===== config.mk =====
export PLATFORM = sky130hd
export DESIGN_NAME = fir_mac_ctrl
export DESIGN_NICKNAME = d
export VERILOG_FILES = /design/src/rtl/fir_pkg.sv /design/src/rtl/fir_coef_rf.sv /design/src/rtl/fir_mac_ctrl.sv
export SDC_FILE = /design/constraint.sdc
export NUM_CORES = 1
export LEC_CHECK = 0
export ABC_AREA = 0
export BUFFER_PORTS_ARGS = -buffer_cell sky130_fd_sc_hd__buf_2
export CAP_MARGIN = 20
export CORE_AREA = 2 2 235 237
export CTS_CLUSTER_DIAMETER = 40
export DETAILED_ROUTE_END_ITERATION = 10
export DIE_AREA = 0 0 237 239
export PLACE_DENSITY = 0.69
export RECOVER_POWER = 25
export SLEW_MARGIN = 20
export SYNTH_ARGS = -nofsm -noshare
export SYNTH_HDL_FRONTEND = slang
export SYNTH_SLANG_ARGS = --single-unit

===== constraint.sdc =====
create_clock -name CLK -period 10.4 [get_ports CLK]
set_input_delay 1.04 -clock CLK [delete_from_list [all_inputs] [get_ports CLK]]
set_output_delay 1.04 -clock CLK [all_outputs]
set_load 0.1 [all_outputs]

===== src/rtl/fir_pkg.sv =====
// Shared constants and state encoding for the FIR MAC read engine.
package fir_pkg;

   localparam int unsigned BLK_W   = 5;
   localparam int unsigned BADDR_W = 9;
   localparam int unsigned MEM_AW  = 14;
   localparam int unsigned DW      = 16;

   typedef enum logic [1:0] {
      IDLE  = 2'd0,
      RUN   = 2'd1,
      DRAIN = 2'd2,
      OUT   = 2'd3
   } fir_mac_state_t;

endpackage


===== src/rtl/fir_coef_rf.sv =====
// NTAPS x DW coefficient register file: one synchronous write port and
// one combinational read port.
module fir_coef_rf
   import fir_pkg::*;
#(
   parameter int unsigned NTAPS = 16,
   parameter int unsigned DW    = fir_pkg::DW
) (
   input  logic                      CLK,
   input  logic                      reset,
   input  logic                      wr_en,
   input  logic [4:0]                wr_addr,
   input  logic [DW-1:0]             wr_data,
   input  logic [$clog2(NTAPS)-1:0]  rd_idx,
   output logic [DW-1:0]             rd_data_c
);

   localparam int unsigned IW = $clog2(NTAPS);

   logic [DW-1:0] coef_q [NTAPS];
   logic [DW-1:0] coef_d [NTAPS];

   // Out-of-range tap indices must not alias onto a real tap.
   always_comb begin
      coef_d = coef_q;
      if (wr_en && (32'(wr_addr) < NTAPS)) begin
         coef_d[wr_addr[IW-1:0]] = wr_data;
      end
   end

   always_ff @(posedge CLK or posedge reset) begin
      if (reset) begin
         coef_q <= '{default: '0};
      end else begin
         coef_q <= coef_d;
      end
   end

   assign rd_data_c = coef_q[rd_idx];

endmodule


===== src/rtl/fir_mac_ctrl.sv =====
// FIR MAC engine: walks NTAPS samples newest-first out of one fir_imem block,
// multiply-accumulates against the local coefficient file, and hands off y.
module fir_mac_ctrl
   import fir_pkg::*;
#(
   parameter int unsigned NTAPS = 16,
   parameter int unsigned DW    = fir_pkg::DW,
   parameter int unsigned ACCW  = 40
) (
   input  logic                CLK,
   input  logic                reset,
   input  logic                start,
   input  logic [BLK_W-1:0]    blk,
   input  logic [BADDR_W-1:0]  head,
   input  logic                coef_we,
   input  logic [4:0]          coef_addr,
   input  logic [DW-1:0]       coef_data,
   output logic                mem_CEN,
   output logic                mem_WEN,
   output logic [MEM_AW-1:0]   mem_A,
   input  logic [DW-1:0]       mem_Q,
   output logic                busy,
   output logic [ACCW-1:0]     y,
   output logic                y_valid,
   input  logic                y_ready
);

   localparam int unsigned IW = $clog2(NTAPS);

   fir_mac_state_t       state_q, state_d;
   logic [BLK_W-1:0]     blk_q, blk_d;
   logic [BADDR_W-1:0]   head_q, head_d;
   logic [IW-1:0]        k_q, k_d;
   logic [IW-1:0]        kp_q, kp_d;
   logic                 v_q, v_d;
   logic                 cen_q, cen_d;
   logic [MEM_AW-1:0]    a_q, a_d;
   logic [ACCW-1:0]      acc_q, acc_d;
   logic                 busy_q, busy_d;
   logic                 y_valid_q, y_valid_d;

   logic                 coef_wr_en_c;
   logic [DW-1:0]        coef_rd_c;
   logic signed [2*DW-1:0] prod_c;
   logic [ACCW-1:0]      prod_ext_c;

   assign coef_wr_en_c = coef_we && (state_q == IDLE);

   // Read port indexed by the delayed tap index so the coefficient lines up with mem_Q.
   fir_coef_rf #(
      .NTAPS (NTAPS),
      .DW    (DW)
   ) u_coef_rf (
      .CLK       (CLK),
      .reset     (reset),
      .wr_en     (coef_wr_en_c),
      .wr_addr   (coef_addr),
      .wr_data   (coef_data),
      .rd_idx    (kp_q),
      .rd_data_c (coef_rd_c)
   );

   assign prod_c     = $signed(mem_Q) * $signed(coef_rd_c);
   assign prod_ext_c = ACCW'(prod_c);

   always_comb begin
      state_d = state_q;
      blk_d   = blk_q;
      head_d  = head_q;
      k_d     = k_q;
      kp_d    = k_q;
      v_d     = ~cen_q;
      cen_d   = cen_q;
      a_d     = a_q;
      acc_d   = acc_q;

      // v_q marks a cycle where mem_Q carries a tap issued two edges back.
      if (v_q) begin
         acc_d = acc_q + prod_ext_c;
      end

      case (state_q)
         IDLE: begin
            if (start) begin
               blk_d   = blk;
               head_d  = head;
               k_d     = '0;
               acc_d   = '0;
               cen_d   = 1'b0;
               a_d     = {blk, head};
               state_d = RUN;
            end
         end
         RUN: begin
            if (k_q == IW'(NTAPS - 1)) begin
               cen_d   = 1'b1;
               state_d = DRAIN;
            end else begin
               k_d = k_q + 1'b1;
               a_d = {blk_q, head_q - BADDR_W'(k_d)};
            end
         end
         DRAIN: begin
            state_d = OUT;
         end
         OUT: begin
            if (y_ready) begin
               state_d = IDLE;
            end
         end
         default: begin
            state_d = IDLE;
         end
      endcase

      busy_d    = (state_d != IDLE);
      y_valid_d = (state_d == OUT);
   end

   always_ff @(posedge CLK or posedge reset) begin
      if (reset) begin
         state_q   <= IDLE;
         blk_q     <= '0;
         head_q    <= '0;
         k_q       <= '0;
         kp_q      <= '0;
         v_q       <= 1'b0;
         cen_q     <= 1'b1;
         a_q       <= '0;
         acc_q     <= '0;
         busy_q    <= 1'b0;
         y_valid_q <= 1'b0;
      end else begin
         state_q   <= state_d;
         blk_q     <= blk_d;
         head_q    <= head_d;
         k_q       <= k_d;
         kp_q      <= kp_d;
         v_q       <= v_d;
         cen_q     <= cen_d;
         a_q       <= a_d;
         acc_q     <= acc_d;
         busy_q    <= busy_d;
         y_valid_q <= y_valid_d;
      end
   end

   assign mem_CEN = cen_q;
   assign mem_WEN = 1'b1;
   assign mem_A   = a_q;
   assign busy    = busy_q;
   assign y_valid = y_valid_q;
   assign y       = acc_q;

endmodule


==> summary.txt, run 1 <==
Outcome
  – Outcome: complete, but fails checks
  – Failing checks: max-capacitance violations, max-slew violations

Finish
  – Share of cells above drive strength 1: between 20% and 30%
  – Design area: around 30000 um2
  – Layout Cells excl Fill: 3215
  – P&R area growth vs syn: 12.3%
  – Final net count: ~2.9k

Synth
  – Synth Cell Area: approximately 27000 um2
  – Mapped Nets: 2820
  – Async SR Flop Fraction: 100%
  – Syn Inst Count: 2372
  – Register area share after synthesis: about a third
  – Post-synth top area share: approximately a third
  – Top FF cell, synth: dfrtp_1
  – Yosys warns: 0
  – Unique masters post-synth: between 70 and 80
  – Main area contributors after synthesis: dfrtp_1 31%, fa_1 20%, mux2_2 11%
  – Mapped Avg Cell Area: ~11 um2
  – #FFs+latches synth: 338
  – Number of synthesized flops with an enable pin: 0
  – Area leader, netlist: dfrtp_1

Worst setup path
  – Crit-path slowest cell: mux4_2
  – FF-to-FF End: y[39]
  – CP Data Required Time: 10.87 ns
  – Setup crit end kind: flop
  – Reg-to-Reg Start: kp_q[1]
  – Critical path launch point type: flop
  – Crit path DAT: 10.26 ns
  – Reg2Reg Depth: 35
  – Crit path max fanout: 37
  – Worst path most repeated cell: fa_1
  – Crit path largest cell delay: roughly 0.68 ns
  – Flop2flop setup slack: 0.61 ns
  – Crit Path Class: flop to flop

Detailed routing
  – Total iterations of the first detailed-routing run: 5
  – DR WL met2: roughly 32 mm
  – Uppermost routed layer: met5
  – Drt via density: roughly 5.6
  – Initial DRC Count: 1121
  – # DRC: 0
  – WL final: approximately 63 mm
  – Vias: ~18k
  – Met3 WL: between 2 and 3 mm
  – Routed length per instance: slightly below 20 um
  – Met1 wire length: between 20 and 30 mm
  – ANT nets after route: 0

Timing
  – Fin crit period: ~9.8 ns
  – Final Max Tran Viols: around 280
  – Final Setup Violations: 0
  – Crit share post-route: around 94%
  – Final hold violation count: 0
  – Highest achievable clock rate: ~100 MHz
  – Clock skew: 0.0447 ns
  – Hold Slack: between 0.4 and 0.5 ns
  – Rel. slew slack: -149%
  – Tightest Pin Transition: approximately 3.7 ns

Clock tree
  – CTS Buffer Depth: 3
  – Clock insertion delay at the later pin of the skew report: around 0.62 ns
  – Clk root buf: clkbuf_16
  – Post-CTS Setup Bufs: 0
  – CTS-repair resized insts: 0
  – Number of buffers created by CTS: between 50 and 60
  – Hold-fix buffers, CTS: 0
  – Clock slew at reported path FFs: roughly 0.06 ns
  – TritonCTS clock tree: yes
  – H-Tree Depth: 2
  – Clock sink total: roughly 340

Global route
  – First-pass GRT wire length: 102 mm
  – Pin count of the biggest net entering global routing: roughly 210
  – Overall Global Routing Usage: 22.9%
  – GR Overflow Total: 0
  – Initial antenna violation count: 4
  – Vias in the first global route: 19.6k

Worst hold path
  – HP Start: k_q[3]
  – Worst Hold End: kp_q[3]
  – Worst hold path class: flop to flop
  – Hold depth: 0

Placed design
  – Post-DP HPWL: between 40 and 50 mm
  – Placed insts: 3107
  – GPL Wtd Cong: slightly below 0.9
  – Port Buffers: roughly 110
  – Area after DPL: 28100 um2

Floorplanning
  – Core area: 54300 um2
  – Die H: roughly 240 um
  – # IOs: 114
  – Die Wd: 237 um
  – Cell row count: 86
  – Die area: 56600 um2
  – Starting density of the core: between 40 and 50%

Flow run
  – Max_cap viols: 5
[final cells by class]
cell class	count	area, um2
Fill cell	4493	24200
Multi-Input combinational cell	1606	16800
Sequential cell	338	8470
Clock buffer	58	1340
Inverter	317	1190
Timing Repair Buffer	153	893
Tap cell	704	881
Clock inverter	37	594
Antenna cell	2	5.00
[flip-flops by register name, indices dropped and copies added, names as in the netlist]
register	cells
mem_A	14
busy	1
u_coef_rf.coef_q	256
state_q	2
head_q	9
mem_CEN	1
y_valid	1
v_q	1
k_q	4
y	40
blk_q	5
kp_q	4
[cells by family after synthesis]
logic type	synth area share [%]
and+or+nand+nor	9.77
buffers and inverters	6.06
adders and majority gates	25.7
muxes	18.7
DFF	31.5
AOI/OAI and AO/OA	5.76
xor gates and xnor gates	2.48
other	0.0140
[metrics by stage]
step | worst slack (ns) | setup TNS [ns] | util, %
3_5_place_dp | 0.415 | 0 | 51.7
2_1_floorplan | 1.11 | 0 | -
5_1_grt | -0.00472 | -0.00472 | 55.4
6_report | 0.611 | 0 | 55.4
4_1_cts | 0.377 | 0 | 55.3
3_3_place_gp | 0.555 | 0 | 51.7
[per-layer routing]
| metal | track usage [%] | up-vias |
|---|---|---|
| met5 | 0 | - |
| met4 | 7.54 | 2 |
| met3 | 3.49 | 121 |
| met2 | 40.3 | 382 |
| met1 | 29.2 | 9408 |
| li1 | - | 8070 |
[cell usage in the layout, fill, tap and decap left out, types with 51 or more instances in the layout]
cell,synthesis,routed
and2_1,142,142
inv_1,317,316
fa_1,264,264
a21oi_1,75,75
nor2_1,77,76
xnor2_1,54,54
dfrtp_1,337,334
mux2_2,251,251
mux4_2,79,79
buf_2,9,102
nand2_1,212,211
ha_1,128,128
clkbuf_16,0,51
[critical path, delay by kind of cell (launching register included)]
kind                     cells  cell delay (ns)
adder cells (fa/ha/maj)      8             3.73
AO/OA/AOI/OAI               13             2.62
multiplexers                 3             1.42
AND/OR/NAND/NOR              5             0.82
buffers and inverters        5             0.46
flip-flops                   1             0.39
XOR/XNOR                     1             0.19
[worst max-delay path by stage]
stage | startpoint | end | slack (ns)
detailed placement | kp_q[0] | y[39] | 0.42
floorplan | kp_q[0] | y[39] | 1.11
global route | kp_q[1] | y[38] | -0.005
global placement | kp_q[0] | y[39] | 0.55
CTS | kp_q[0] | y[39] | 0.38
finish | kp_q[1] | y[39] | 0.61
[cells in the mapped netlist (all sizes together), types with 3 or more instances]
library cell and number:
a211o 6, a211oi 10, a21boi 5, a21o 34
a21oi 75, a31o 3, a41oi 3, and2 142
and3 8, buf 21, clkbuf 90, dfrtp 337
fa 264, ha 128, inv 317, mux2 257
mux2i 34, mux4 79, nand2 212, nand2b 10
nand3 18, nand3b 9, nand4 4, nor2 77
nor2b 13, nor3 13, nor3b 5, nor4b 4
o211ai 3, o21a 6, o21ai 52, o21bai 12
o221a 3, o31ai 4, or2 5, or3 4
xnor2 54, xor2 22
Power of run 1 is left out: the tool's default activity adds up to more than one toggle a clock period on the data nets, which glitch-free logic cannot reach.
==> run 2, diff against run 1 <==
--- a/config.mk
+++ b/config.mk
@@ -5,13 +5,13 @@
 export SDC_FILE = /design/constraint.sdc
 export NUM_CORES = 1
 export LEC_CHECK = 0
-export ABC_AREA = 0
+export ABC_AREA = 1
 export BUFFER_PORTS_ARGS = -buffer_cell sky130_fd_sc_hd__buf_2
 export CAP_MARGIN = 20
-export CORE_AREA = 2 2 235 237
+export CORE_AREA = 2 2 241 243
 export CTS_CLUSTER_DIAMETER = 40
 export DETAILED_ROUTE_END_ITERATION = 10
-export DIE_AREA = 0 0 237 239
+export DIE_AREA = 0 0 243 245
 export PLACE_DENSITY = 0.69
 export RECOVER_POWER = 25
 export SLEW_MARGIN = 20
==> run 2 against run 1 <==
Against the previous run: the flow still finishes with violations (max-capacitance violations, max-slew violations); final area up 2.5%; via count up 31%; critical endpoint is now y[34]; core utilization down 1.3 points.
==> summary.txt, run 2 <==
Outcome
  – Outcome: complete, but fails checks
  – Failing checks: max-capacitance violations, max-slew violations

Synth
  – Count leader, synth: nand2_1
  – Synth Cell Area: 28200 um2 (+5.0%)
  – Main area contributors after synthesis: dfrtp_1 30%, fa_1 19%, nand2_1 10%
  – Top FF cell, synth: dfrtp_1
  – Unique masters post-synth: 45 (-38%)
  – Mapped Nets: 4003 (+42%)
  – Area leader, netlist: dfrtp_1
  – Mapped Avg Cell Area: 7.92 um2 (-30%)
  – Yosys warns: 0 (unchanged)
  – Post-synth top area share: 30.0% (-1.5 points)
  – Async SR Flop Fraction: 100% (unchanged)
  – #FFs+latches synth: 338 (unchanged)
  – Number of synthesized flops with an enable pin: 0 (unchanged)
  – Syn Inst Count: 3555 (+50%)
  – Register area share after synthesis: 30.0% (-1.5 points)
  – Commonest cells post-synth: 759 x nand2_1, 594 x inv_1, 398 x o21ai_0

Timing
  – Highest achievable clock rate: 104 MHz (+2.2%)
  – Rel. slew slack: -72.8% (+76 points)
  – Crit share post-route: 92.1% (-2.0 points)
  – Worst setup margin: 0.821 ns (+0.210 ns)
  – Final hold violation count: 0 (unchanged)
  – Tightest Pin Transition: 2.59 ns (-1.14 ns)
  – Post-route setup TNS: 0 ns (unchanged)
  – RSZ-0062 raised after global routing: no
  – Clock skew: 0.0561 ns (+0.0114 ns)
  – Fin crit period: 9.58 ns (-0.210 ns)
  – Final Max Tran Viols: 457 (+66%)
  – Final Setup Violations: 0 (unchanged)
  – Hold Slack: 0.455 ns (+0.0186 ns)

Clock tree
  – Clk root buf: clkbuf_16
  – Post-CTS Setup Bufs: 0 (unchanged)
  – CTS Buffer Depth: 3 (unchanged)
  – H-Tree Depth: 2 (unchanged)
  – Clock insertion delay at the later pin of the skew report: 0.63 ns (about the same)
  – Clock sink total: 338 (unchanged)
  – CTS-repair resized insts: 0 (unchanged)
  – Number of buffers created by CTS: 50 (-2.0%)
  – Clock slew at reported path FFs: 0.06 ns (about the same)
  – Hold-fix buffers, CTS: 0 (unchanged)
  – TritonCTS clock tree: yes

Worst setup path
  – Worst path most repeated cell: inv_1
  – Critical path launch point type: flop
  – CP Data Required Time: 10.87 ns (about the same)
  – Crit path DAT: 10.05 ns (-0.21 ns)
  – CP delay by family, top: adder cells
  – Crit-path slowest cell: dfrtp_4
  – Crit path largest cell delay: 0.92 ns (+0.24 ns)
  – Crit path max fanout: 60 (+62%)
  – Setup crit end kind: flop
  – CP bufs+invs: 9 (+4)
  – Crit Path Class: flop to flop

Global route
  – Overall Global Routing Usage: 27.3% (+4.3 points)
  – GR Overflow Total: 0 (unchanged)
  – First-pass GRT wire length: 129 mm (+27%)
  – Pin count of the biggest net entering global routing: 77 (-63%)
  – Vias in the first global route: 23.9k (+22%)
  – Initial antenna violation count: 1 (-3)

Finish
  – Final net count: 4050 (+39%)
  – Most flop-heavy register: u_coef_rf.coef_q
  – P&R area growth vs syn: 9.73%
  – Multi-input logic area: 16600 um2 (-0.84%)
  – FF+latch area: 8470 um2 (about the same)
  – Commonest non-fill, non-tap cell in the layout: nand2_1
  – Fin util: 54.2% (-1.3 points)
  – Most frequent cells in the layout: 759 x nand2_1, 593 x inv_1, 400 x o21ai_0, 358 x nor2_1, 333 x dfrtp_1
  – Fill count: 5501 (+22%)
  – Share of cells above drive strength 1: 7.50% (-16 points)
  – Max reg flops: 256 (unchanged)

Floorplanning
  – Die H: 245 um (+2.5%)
  – Starting density of the core: 49.4% (about the same)
  – Die area: 59500 um2 (+5.1%)
  – # IOs: 114 (unchanged)
  – Core area: 57000 um2 (+5.0%)
  – Cell row count: 88 (+2.3%)
  – Die Wd: 243 um (+2.5%)

Detailed routing
  – Met3 WL: 6.13 mm (+130%)
  – Met1 wire length: 36.0 mm (+38%)
  – # DRC: 0 (unchanged)
  – Initial DRC Count: 1945 (+74%)
  – ANT nets after route: 0 (unchanged)
  – Total iterations of the first detailed-routing run: 5 (unchanged)
  – Vias: 23.5k (+31%)
  – Routed length per instance: 17.7 um (-9.4%)
  – Uppermost routed layer: met4
  – Drt via density: 5.33 (-4.7%)
  – DR WL met2: 33.6 mm (+4.3%)
  – WL final: 78.0 mm (+24%)

Flow run
  – Max_cap viols: 13 (+8)

Placed design
  – Post-DP HPWL: 57.1 mm (+27%)
  – Port Buffers: 112 (unchanged)
  – Pre-CTS WS: 0.981 ns (+0.566 ns)
  – GPL Wtd Cong: 0.989 (+14%)

Worst hold path
  – Worst hold path class: flop to flop
==> run 2: cells by family (layout without fill, tap and decap cells) <==
family	after synthesis	after routing	synth area share, %
DFF	338	338	30.0
muxes	64	64	2.28
xor gates and xnor gates	46	46	1.43
adders and majority gates	392	392	24.5
other	1	2	0.0133
buffers and inverters	775	862	10.9
AOI/OAI and AO/OA	679	679	13.1
and+or+nand+nor	1260	1260	17.7
==> run 2: path summary, 6_finish.rpt <==
check,end,startpoint,cells after the start,slack [ns]
min in group asynchronous,u_coef_rf.coef_q[77],reset,2,0.65
worst max-delay path,y[34],kp_q[0],37,0.82
worst min-delay path,kp_q[1],k_q[1],0,0.45
worst max register to register,y[34],kp_q[0],37,0.82
max in group asynchronous,y[19],reset,4,6.39
worst min register to register,kp_q[1],k_q[1],0,0.45
==> run 2: area by class of cell <==
type | count | area share, %
Multi-Input combinational cell | 2442 | 53.8
Sequential cell | 338 | 27.4
Inverter | 618 | 7.51
Clock buffer | 62 | 4.42
Tap cell | 765 | 3.10
Timing Repair Buffer | 152 | 2.70
Clock inverter | 30 | 1.09
Antenna cell | 1 | 0.00810
==> run 2: metal layers <==
| layer | track usage [%] | vias to the layer above |
|---|---|---|
| met5 | 0 | - |
| met4 | 8.43 | 0 |
| met3 | 5.39 | 141 |
| met1 | 39.4 | 11400 |
| li1 | - | 11200 |
| met2 | 41.6 | 828 |
==> run 2: per-stage QoR <==
stage | area, um2 | instances
6_report | 30900 | 4408
3_3_place_gp | 29300 | 4315
3_5_place_dp | 29300 | 4315
5_1_grt | 30900 | 4408
2_1_floorplan | 28200 | 3555
4_1_cts | 31000 | 4407
Power of run 2 is left out for the same reason.
